**src/rtl/uart_cmd_wrapper.sv**
```systemverilog
// UART command front end: receives two bytes into a 16-bit command (high byte first)
// and transmits single response bytes; receive and transmit run independently.
module uart_cmd_wrapper #(
  parameter int BAUD_DIV = 2604
) (
  input  logic        clk,
  input  logic        rst_n,
  input  logic        RX,
  output logic        TX,
  output logic [15:0] cmd,
  output logic        cmd_rdy,
  input  logic        clr_cmd_rdy,
  input  logic [7:0]  resp,
  input  logic        trmt,
  output logic        tx_done
);

  localparam int CW = $clog2(BAUD_DIV);
  localparam logic [CW-1:0] C_FULL = CW'(BAUD_DIV - 1);
  localparam logic [CW-1:0] C_HALF = CW'(BAUD_DIV / 2 - 1);

  typedef enum logic [1:0] {RX_IDLE, RX_START, RX_DATA, RX_STOP} rx_state_t;
  typedef enum logic {WAIT_HIGH, WAIT_LOW} asm_state_t;
  typedef enum logic {TX_IDLE, TX_BUSY} tx_state_t;

  logic          r_rx_meta;
  logic          r_rx_sync;
  logic          r_rx_prev;
  rx_state_t     r_rx_state;
  logic [CW-1:0] r_rx_baud;
  logic [2:0]    r_rx_bit;
  logic [7:0]    r_rx_shift;
  logic          r_byte_done;

  asm_state_t    r_asm_state;
  logic [15:0]   r_cmd;
  logic          r_cmd_rdy;

  tx_state_t     r_tx_state;
  logic [CW-1:0] r_tx_baud;
  logic [3:0]    r_tx_bit;
  logic [8:0]    r_tx_shift;
  logic          r_tx;
  logic          r_tx_done;

  logic          w_rx_fall;
  logic          w_rx_tick;
  logic          w_tx_tick;

  assign w_rx_fall = r_rx_prev & ~r_rx_sync;
  assign w_rx_tick = (r_rx_baud == '0);
  assign w_tx_tick = (r_tx_baud == '0);

  assign TX      = r_tx;
  assign cmd     = r_cmd;
  assign cmd_rdy = r_cmd_rdy;
  assign tx_done = r_tx_done;

  // RX is asynchronous to clk; the third flop only feeds falling-edge detection.
  always_ff @(posedge clk or negedge rst_n) begin
    if (!rst_n) begin
      r_rx_meta <= 1'b1;
      r_rx_sync <= 1'b1;
      r_rx_prev <= 1'b1;
    end else begin
      r_rx_meta <= RX;
      r_rx_sync <= r_rx_meta;
      r_rx_prev <= r_rx_sync;
    end
  end

  always_ff @(posedge clk or negedge rst_n) begin
    if (!rst_n) begin
      r_rx_state  <= RX_IDLE;
      r_rx_baud   <= '0;
      r_rx_bit    <= '0;
      r_rx_shift  <= '0;
      r_byte_done <= 1'b0;
    end else begin
      r_byte_done <= 1'b0;
      case (r_rx_state)
        RX_IDLE: begin
          if (w_rx_fall) begin
            r_rx_state <= RX_START;
            r_rx_baud  <= C_HALF;
          end
        end
        RX_START: begin
          if (w_rx_tick) begin
            // A start bit that is high again at mid-bit was only a glitch.
            if (r_rx_sync) begin
              r_rx_state <= RX_IDLE;
            end else begin
              r_rx_state <= RX_DATA;
              r_rx_baud  <= C_FULL;
              r_rx_bit   <= '0;
            end
          end else begin
            r_rx_baud <= r_rx_baud - 1'b1;
          end
        end
        RX_DATA: begin
          if (w_rx_tick) begin
            r_rx_shift <= {r_rx_sync, r_rx_shift[7:1]};
            r_rx_baud  <= C_FULL;
            if (r_rx_bit == 3'd7) begin
              r_rx_state <= RX_STOP;
            end else begin
              r_rx_bit <= r_rx_bit + 1'b1;
            end
          end else begin
            r_rx_baud <= r_rx_baud - 1'b1;
          end
        end
        RX_STOP: begin
          if (w_rx_tick) begin
            r_rx_state  <= RX_IDLE;
            r_byte_done <= r_rx_sync;
          end else begin
            r_rx_baud <= r_rx_baud - 1'b1;
          end
        end
        default: r_rx_state <= RX_IDLE;
      endcase
    end
  end

  // Set on a completed low byte takes priority over a coincident consumer clear.
  always_ff @(posedge clk or negedge rst_n) begin
    if (!rst_n) begin
      r_asm_state <= WAIT_HIGH;
      r_cmd       <= '0;
      r_cmd_rdy   <= 1'b0;
    end else if (r_byte_done) begin
      case (r_asm_state)
        WAIT_HIGH: begin
          r_cmd[15:8] <= r_rx_shift;
          r_cmd_rdy   <= 1'b0;
          r_asm_state <= WAIT_LOW;
        end
        WAIT_LOW: begin
          r_cmd[7:0]  <= r_rx_shift;
          r_cmd_rdy   <= 1'b1;
          r_asm_state <= WAIT_HIGH;
        end
        default: r_asm_state <= WAIT_HIGH;
      endcase
    end else if (clr_cmd_rdy) begin
      r_cmd_rdy <= 1'b0;
    end
  end

  // Shift register holds the data bits plus the stop bit; ones fill in behind.
  always_ff @(posedge clk or negedge rst_n) begin
    if (!rst_n) begin
      r_tx_state <= TX_IDLE;
      r_tx_baud  <= '0;
      r_tx_bit   <= '0;
      r_tx_shift <= '1;
      r_tx       <= 1'b1;
      r_tx_done  <= 1'b0;
    end else begin
      case (r_tx_state)
        TX_IDLE: begin
          if (trmt) begin
            r_tx_state <= TX_BUSY;
            r_tx_shift <= {1'b1, resp};
            r_tx_baud  <= C_FULL;
            r_tx_bit   <= '0;
            r_tx       <= 1'b0;
            r_tx_done  <= 1'b0;
          end
        end
        TX_BUSY: begin
          if (w_tx_tick) begin
            if (r_tx_bit == 4'd9) begin
              r_tx_state <= TX_IDLE;
              r_tx_done  <= 1'b1;
              r_tx       <= 1'b1;
            end else begin
              r_tx       <= r_tx_shift[0];
              r_tx_shift <= {1'b1, r_tx_shift[8:1]};
              r_tx_bit   <= r_tx_bit + 1'b1;
              r_tx_baud  <= C_FULL;
            end
          end else begin
            r_tx_baud <= r_tx_baud - 1'b1;
          end
        end
        default: r_tx_state <= TX_IDLE;
      endcase
    end
  end

endmodule
```
**config.mk**
```make
export PLATFORM = sky130hd
export DESIGN_NAME = uart_cmd_wrapper
export DESIGN_NICKNAME = d
export VERILOG_FILES = /design/src/rtl/uart_cmd_wrapper.sv
export SDC_FILE = /design/constraint.sdc
export NUM_CORES = 1
export LEC_CHECK = 0
export ABC_AREA = 1
export BUFFER_PORTS_ARGS = -buffer_cell sky130_fd_sc_hd__buf_4
export CAP_MARGIN = 20
export CORE_ASPECT_RATIO = 0.5
export CORE_UTILIZATION = 60
export CTS_BUF_LIST = sky130_fd_sc_hd__clkbuf_8 sky130_fd_sc_hd__clkbuf_16
export DETAILED_ROUTE_END_ITERATION = 10
export PLACE_DENSITY = 0.8
export RECOVER_POWER = 100
export SLEW_MARGIN = 0
export SYNTH_ARGS = -nofsm -noshare
export SYNTH_HDL_FRONTEND = slang
export SYNTH_SLANG_ARGS = --single-unit
```
**constraint.sdc**
```tcl
create_clock -name clk -period 1.76 [get_ports clk]
set_input_delay 0.176 -clock clk [delete_from_list [all_inputs] [get_ports clk]]
set_output_delay 0.176 -clock clk [all_outputs]
set_load 0.01 [all_outputs]
```
==> metrics.txt, run 1 <==
status completed; Worst Hold Launch clr_cmd_rdy; root buf cell clkbuf_16; vias in the first global route 3033; min Tclk post-route 1.64 ns; clk sinks 74; final design utilization 73.7%; Mean Syn Cell Area 8.15 µm²; area delta synth->final 14.9%; synthesized area 0.00403 mm²; share of cells above drive strength 1 18.4%; Final Hold Vio Count 0; Residual DRC 0; yosys warns 0; TritonCTS clock tree built; P_leak 0.00226 µW; post-synthesis cell type count 35; HPWL after DPL 5.63 mm; core outline area 0.00628 mm²; worst vdd ir 0.000814 V; IO Port Bufs 31; grt total ovfl 0; largest net degree at the start of global routing 39; wire length per cell 13.1 µm; # IOs 32; Worst slew margin 48.1%; Max Used Layer met4; Via Count 3294; Skew-Pair Late Insertion Delay 0.33 ns; Tightest Pin Transition 0.778 ns; top-area cell type share of the netlist area 38.5%; final instance area 0.00463 mm²; Mapped Nets 520; CP startpoint kind flop; Crit Path Category reg -> reg; first-pass GRT wire length 13.8 mm; initial antenna violation count 0; worst reg-to-reg setup slack 0.12 ns; total CTS buffers 9; All-Layer GR Usage 25.5%; Final ANT Viol Nets 0; Yosys reg bits 74; Critical Path RT 2.02 ns; mean number of vias per cell 5.22; Hold Slack 0.0620 ns; Die Span Y 59.9 µm; crit end category flop; Max Root-Sink Buffers 2; TNS Setup 0 ns; htree depth 3; worst-path maximum fanout 8; final setup violation count 0; met2 routed WL 3.99 mm; max-slew violations 0; WL met3 298 µm; PD cells 1070 mW/mm²; drt initial violations 270; NumNets Final 564; Initial Utilization 64.1%; placer congestion estimate 0.870; RSZ-0062 raised after global routing true; met1 wire length 3.92 mm; Fmax achieved 0.610 GHz; Row Count 20; final wirelength 8.26 mm; critical path arrival 1.90 ns; commonest non-fill, non-tap cell in the layout nand2_1; commonest non-fill, non-tap cells in the layout nand2_1 (166), dfrtp_1 (61), inv_1 (48); max_cap viols 0; Layout Skew 0.00393 ns; die area 0.00706 mm²; Synth area leaders dfrtp_1 (39%), nand2_1 (15%), dfstp_2 (7.8%); leading area contributor after synthesis dfrtp_1; die width 118 µm; Antenna Cells 0; clock transition at the registers of the reported paths 0.06 ns; Setup Buffers After CTS 0; register area share after synthesis 46.4%; worst hold path type in -> reg; cell area after placement 0.00438 mm²; drt first pass iters 4; Syn Inst Count 494; Final period util 93.2%
[routing by layer]
layer	GRT usage, %	vias up
met4	8.79	0
met2	43.0	61
met1	32.4	1560
met3	6.97	7
li1	-	1666
met5	0	-
[cells by family after synthesis]
family                     share of synthesized area, %
AOI/OAI and AO/OA                                  7.99
buffers and inverters                              6.93
muxes                                             0.249
and+or+nand+nor                                    32.7
adders and majority gates                          4.04
xor gates and xnor gates                           1.74
DFF                                                46.4
[cells in the mapped netlist]
master	n
nand2_1	161
dfrtp_1	62
inv_1	45
nor2_1	38
nand3_1	28
o21ai_0	24
nand2_2	16
nand4_1	16
ha_1	13
dfstp_2	12
a21oi_1	10
o21ai_2	8
xor2_1	8
nor2_4	7
o21ai_1	7
inv_2	5
nand2_4	5
clkbuf_1	4
nor2_2	4
nor3_1	3
buf_6	2
o22ai_1	2
or2_2	2
a21oi_2	1
a21oi_4	1
a31o_2	1
buf_12	1
buf_2	1
bufinv_8	1
clkinv_2	1
inv_4	1
mux2i_1	1
nand3_4	1
nand3b_1	1
nor3_4	1
[stage by stage]
step           power (µW)  setup WS [ns]  cells
5_1_grt              5220        -0.0169    631
4_1_cts              4960         0.0461    631
6_report             4960          0.120    631
3_5_place_dp         3130         0.0710    613
3_3_place_gp         3080          0.135    613
2_1_floorplan        2810          0.265    494
[flip-flops by register name (all words and copies together) (netlist names), named ones only]
register and flops:
r_rx_shift 8, r_rx_meta 1, r_tx_shift 8, r_rx_state 1
cmd 16, r_tx_state 1, TX 1, tx_done 1
r_tx_bit 4, r_byte_done 1, r_rx_prev 1, r_rx_bit 3
cmd_rdy 1, r_rx_sync 1, r_tx_baud 12, r_rx_baud 12
r_asm_state 1
[worst max-delay path, stage by stage (launching register included)]
cell	delay (ns)
dfrtp_1	0.41
inv_1	0.12
ha_2	0.24
inv_1	0.07
o21ai_2	0.18
nand3_4	0.13
nand2_4	0.10
inv_2	0.08
nand2_1	0.09
nand2_1	0.05
nor2_1	0.08
[power by group]
part / internal [µW] / switching, µW / leakage (µW)
Clock: 1160 / 665 / 0.000159
Combinational: 425 / 769 / 0.00117
Sequential: 1820 / 123 / 0.000927
Total: 3400 / 1560 / 0.00226
[timing repair]
item / 4_1_cts / 5_1_grt
endpoints found under the hold margin: 16 / 0
gates resized for setup: 0 / 7
endpoints found under the setup margin: 0 / 20
hold buffers: 2 / 0
[path summary, 6_finish.rpt]
kind                            depth (start not counted)      endpoint
worst min register to register                          0     r_rx_sync
worst max-delay path                                   10  r_rx_baud[7]
max in group asynchronous                               3  r_tx_baud[8]
worst min-delay path                                    4       cmd_rdy
worst max register to register                         10  r_rx_baud[7]
min in group asynchronous                               2       cmd_rdy
[layout make-up]
type / instances / area (µm²)
timing repair buffer: 41 / 254
clock buffer: 11 / 253
sequential: 74 / 1870
fill: 487 / 1650
multi-input combinational: 359 / 1880
clock inverter: 5 / 46.3
inverter: 53 / 216
tap: 88 / 110
No activity file was read; power rests on OpenSTA's default activity.
==> inputs of run 2 (changes only) <==
Settings changed: PLACE_DENSITY 0.8 to 0.88.
==> run 2 against run 1 <==
Effect of this change: setup slack lost 0.028 ns; die area is the same; sequential power is essentially flat; critical path depth is the same; first-iteration DRC count shrank 11%; clock skew grew 0.00088 ns; cell area grew 0.51%; hold slack gained 0.022 ns; via count grew 2.2%; register-to-register slack lost 0.03 ns; sequential cell count is the same; routed wire length grew 3.4%.
==> metrics.txt, run 2 (synthesized netlist as in run 1, its figures left out) <==
drt initial violations 239 (-11%); max-slew violations 0 (unchanged); commonest non-fill, non-tap cell in the layout nand2_1; Critical Path RT 2.01 ns (about the same); status completed; die width 118 µm (unchanged); Antenna Cells 0 (unchanged); largest net degree at the start of global routing 33 (-15%); Slowest-stage cell, CP dfrtp_1; IO Port Bufs 31 (unchanged); final wirelength 8.55 mm (+3.4%); vias in the first global route 3290 (+8.5%); PD cells 1100 mW/mm² (+2.8%); # fillers 459 (-5.7%); wire length per cell 13.6 µm (+3.6%); Die Span Y 59.9 µm (unchanged); Most Crowded Layer GR met2; final instance area 0.00465 mm² (+0.51%); number of cells after detailed placement 611 (-0.33%); area delta synth->final 15.5%; HPWL after DPL 5.83 mm (+3.6%); Crit Path Category reg -> reg; drt first pass iters 4 (unchanged); crit end category flop; Max Root-Sink Buffers 2 (unchanged); Final period util 94.8% (+1.6 points); worst reg-to-reg setup slack 0.09 ns (-0.03 ns); total CTS buffers 9 (unchanged); Via Count 3367 (+2.2%); worst-path maximum fanout 8 (unchanged); TNS Setup 0 ns (unchanged); cell area after placement 0.00436 mm² (-0.34%); Skew-Pair Late Insertion Delay 0.33 ns (about the same); mean number of vias per cell 5.34 (+2.4%); max reg flops 16 (unchanged); min Tclk post-route 1.67 ns (+0.0278 ns); NumNets Final 563 (-0.18%); Tightest Pin Transition 1.13 ns (+0.347 ns); die area 0.00706 mm² (unchanged); M1 GR Usage 31.3% (-1.2 points); Fmax achieved 0.600 GHz (-1.7%); htree depth 3 (unchanged); grt total ovfl 0 (unchanged); P_leak 0.00227 µW (+0.47%); # IOs 32 (unchanged); Final Hold Vio Count 0 (unchanged); met3 Resource Use GR 8.40% (+1.4 points); critical path arrival 1.92 ns (+0.02 ns); final cell count without fillers 630 (-0.16%); share of cells above drive strength 1 18.1% (-0.34 points); core outline area 0.00628 mm² (unchanged); max_cap viols 0 (unchanged); initial antenna violation count 0 (unchanged); commonest non-fill, non-tap cells in the layout nand2_1 (166), dfrtp_1 (61), inv_1 (45); clock transition at the registers of the reported paths 0.05 ns (about the same); clk sinks 74 (unchanged); Residual DRC 0 (unchanged); first-pass GRT wire length 14.5 mm (+5.2%); worst hold path type in -> reg; Row Count 20 (unchanged); critical path's largest stage delay 0.41 ns (about the same); CP Cell Sequence inv_1, ha_4, inv_1, o21ai_2, nand3_4, nand2_4, inv_2, nand2_1, nand2_1, nor2_1; CP startpoint kind flop; Initial Utilization 64.1% (unchanged); TritonCTS clock tree built; final setup violation count 0 (unchanged); Worst slew margin 25.0% (-23 points); Layout Skew 0.00480 ns (+0.000875 ns); worst vdd ir 0.000657 V (-19%); GR Util met2 48.8% (+5.8 points); placer congestion estimate 0.946 (+8.7%); root buf cell clkbuf_16; Final ANT Viol Nets 0 (unchanged); All-Layer GR Usage 26.7% (+1.2 points)
==> run 2: worst max-delay path: cells and delay by family (launching register included) <==
kind                     cells  cell delay [ns]
AND/OR/NAND/NOR              5             0.54
flip-flops                   1             0.41
buffers and inverters        3             0.29
adder cells (fa/ha/maj)      1             0.18
AO/OA/AOI/OAI                1             0.17
==> run 2: worst paths after layout <==
path / startpoint / to / depth (start not counted)
setup / recovery: flop / r_rx_baud[7] / 10
hold / removal: clr_cmd_rdy / cmd_rdy / 4
setup reg to reg: flop / r_rx_baud[7] / 10
hold reg to reg: r_rx_meta / r_rx_sync / 0
max in group asynchronous: rst_n / r_rx_baud[0] / 3
min in group asynchronous: rst_n / r_rx_baud[10] / 2
==> run 2: through the flow <==
stage          setup slack, ns  hold WS, ns  power (µW)  utilization [%]
6_report                0.0924       0.0838        5120             74.0
4_1_cts                 0.0133       0.0841        5100             74.9
5_1_grt               -0.00316        0.109        5380             74.0
3_3_place_gp             0.125       0.0703        3080             69.5
3_5_place_dp            0.0374       0.0685        3120             69.5
2_1_floorplan            0.265       -0.120        2810                -
==> run 2: what timing repair did <==
action,CTS,global route
cloned,0,0
hold buffers,2,0
setup buffers,0,1
endpoints found under the setup margin,1,12
hold endpoints to repair,19,0
resized for setup,1,7
==> run 2: layout make-up <==
cell class | count | area (µm²) | area share (%)
multi-input cells | 359 | 1890 | 40.7
flip-flops and latches | 74 | 1870 | 40.2
repair buffers | 40 | 243 | 5.22
clock buffers | 10 | 239 | 5.14
inverters | 53 | 216 | 4.65
well taps | 88 | 110 | 2.37
clock inverters | 6 | 81.3 | 1.75
==> run 2: metal layers <==
layer / part of all wire [%] / wire length, µm / up-vias
li1: - / - / 1668
met1: 42 / 3620 / 1614
met2: 51 / 4360 / 70
met3: 5.3 / 450 / 15
met4: 1.4 / 117 / 0
met5: 0 / 0 / -
==> run 2: power breakdown <==
part	total (µW)	switching [µW]	internal (µW)	leakage [µW]
clock	1940	675	1270	0.000160
sequential	1930	116	1820	0.000926
combinational	1250	807	440	0.00118
==> inputs of run 3 (changes only) <==
Settings changed: HOLD_SLACK_MARGIN from default to 0.15.
==> run 3 against run 2 <==
Effect of this change: via count decreased by 0.65%; non-clock buffer count increased by 2; combinational power barely moved; total power barely moved; die area unchanged; clock skew about the same; cell area is 0.43% higher; global-route usage barely moved; register-to-register slack about the same; critical path type unchanged; critical endpoint unchanged; largest cell class unchanged; highest routed layer unchanged.
==> metrics.txt, run 3 (synthesized netlist as in run 1, its figures left out) <==
Worst R2R Path Depth 10 (unchanged); Skew-Pair Late Insertion Delay 0.33 ns (about the same); htree depth 3 (unchanged); worst hold path type in -> reg; TritonCTS clock tree built; Row Count 20 (unchanged); drt first pass iters 4 (unchanged); worst-path maximum fanout 8 (unchanged); # IOs 32 (unchanged); commonest non-fill, non-tap cells in the layout nand2_1 (166), dfrtp_1 (61), inv_1 (45); Antenna Cells 0 (unchanged); CP Cell Sequence inv_1, ha_4, inv_1, o21ai_2, nand3_4, nand2_4, inv_2, nand2_1, nand2_1, nor2_1; total CTS buffers 9 (unchanged); Die Span Y 59.9 µm (unchanged); HPWL after DPL 5.83 mm (unchanged); clk sinks 74 (unchanged); Final ANT Viol Nets 0 (unchanged); NumNets Final 565 (+0.36%); area delta synth->final 16.0%; mean number of vias per cell 5.29 (-0.97%); PD cells 1100 mW/mm² (-0.47%); critical path's largest stage delay 0.41 ns (about the same); Critical Path RT 2.01 ns (about the same); Logic pwr share 24.3% (about the same); max reg flops 16 (unchanged); worst vdd ir 0.000658 V (about the same); Final period util 94.9% (+0.15 points); Worst Setup EP r_rx_baud[7]; share of cells above drive strength 1 18.0% (-0.066 points); internal power 3530 µW (about the same); Residual DRC 0 (unchanged); P_leak 0.00228 µW (+0.37%); max_cap viols 0 (unchanged); die area 0.00706 mm² (unchanged); commonest non-fill, non-tap cell in the layout nand2_1; Slowest-stage cell, CP dfrtp_1; Net Sw Frac 31.1% (-0.085 points); clock power share 37.9% (about the same); Tightest Pin Transition 1.13 ns (+0.00111 ns); Via Count 3345 (-0.65%); CP delay by family, top simple AND/OR/NAND/NOR gates; largest net degree at the start of global routing 33 (unchanged); Psw 1590 µW (-0.32%); initial antenna violation count 0 (unchanged); min Tclk post-route 1.67 ns (+0.00271 ns); IO Port Bufs 31 (unchanged); Fmax achieved 0.599 GHz (-0.16%); wire length per cell 13.6 µm (about the same); max-slew violations 0 (unchanged); die width 118 µm (unchanged); Critical Path Stages 10 (unchanged); sequential share of power 37.8% (about the same); RR Endpoint r_rx_baud[7]; clock transition at the registers of the reported paths 0.06 ns (about the same); crit end category flop; TNS Setup 0 ns (unchanged); drt initial violations 286 (+20%); Max Root-Sink Buffers 2 (unchanged); Final Hold Vio Count 0 (unchanged); CP startpoint kind flop; first-pass GRT wire length 14.5 mm (+0.15%); final setup violation count 0 (unchanged); status completed; buffers plus inverters on the worst setup path 3 (unchanged); critical path arrival 1.92 ns (about the same); core outline area 0.00628 mm² (unchanged); final wirelength 8.57 mm (+0.22%); Layout Skew 0.00494 ns (+0.000142 ns); worst reg-to-reg setup slack 0.09 ns (about the same); vias in the first global route 3289 (-0.030%); All-Layer GR Usage 26.7% (+0.044 points); Hold Slack 0.156 ns (+0.0721 ns); root buf cell clkbuf_16; Crit Path Category reg -> reg; grt total ovfl 0 (unchanged); Initial Utilization 64.1% (unchanged); Worst slew margin 24.9% (-0.074 points); placer congestion estimate 0.946 (unchanged)
==> run 3: changes by cell type in the layout (fill, tap and decap cells not counted) <==
cell           change
dlygate4sd3_1      +2
==> run 3: routing by layer <==
metal	share of wire (%)	global-route usage, %	vias up
li1	-	-	1669
met1	43	31.4	1600
met2	51	48.8	63
met3	4.6	8.40	13
met4	1.3	7.14	0
met5	0	0	-
==> run 3: per-stage QoR <==
stage	total power (µW)	setup slack [ns]	area, µm²	utilization, %	cells
floorplan	2810	0.265	4030	-	494
global placement	3080	0.125	4360	69.5	611
detailed placement	3120	0.0374	4360	69.5	611
CTS	5100	0.0133	4730	75.3	631
global route	5390	-0.00316	4670	74.4	632
finish	5120	0.0897	4670	74.4	632
==> run 3: how the worst min path moves through the flow <==
stage,start,end,depth (start not counted)
finish,resp[3],r_tx_shift[3],5
global route,resp[3],r_tx_shift[3],5
CTS,resp[3],r_tx_shift[3],5
detailed placement,rst_n,r_rx_baud[10],1
global placement,rst_n,r_rx_baud[10],1
floorplan,rst_n,async pin,0
==> run 3: tightest hold or removal path, cell delays in order <==
cell and delay [ns]:
buf_4 0.08, nand2_1 0.04, nand2_1 0.06, nand2_2 0.05, nand2_1 0.05
==> run 3: power groups by stage <==
stage	Sequential, µW	Clock [µW]	Combinational, µW
final	1930	1940	1250
after global routing	1950	2040	1390
after CTS	1930	1970	1200
after detailed placement	1960	0	1160
after global placement	1960	0	1120
after floorplan	1930	0	872
==> run 3: final cells by class <==
type | count | area (µm²)
Inverter | 53 | 216
Sequential cell | 74 | 1870
Tap cell | 88 | 110
Clock inverter | 6 | 81.3
Timing Repair Buffer | 42 | 263
Multi-Input combinational cell | 359 | 1890
Clock buffer | 10 | 239
Fill cell | 454 | 1610
==> run 3: repair_timing <==
| action | in CTS | in global routing |
|---|---|---|
| setup endpoints to repair | 1 | 12 |
| endpoints found under the hold margin | 68 | 0 |
| hold buffers | 4 | 0 |
| gates resized for setup | 1 | 7 |
| setup buffers | 0 | 1 |
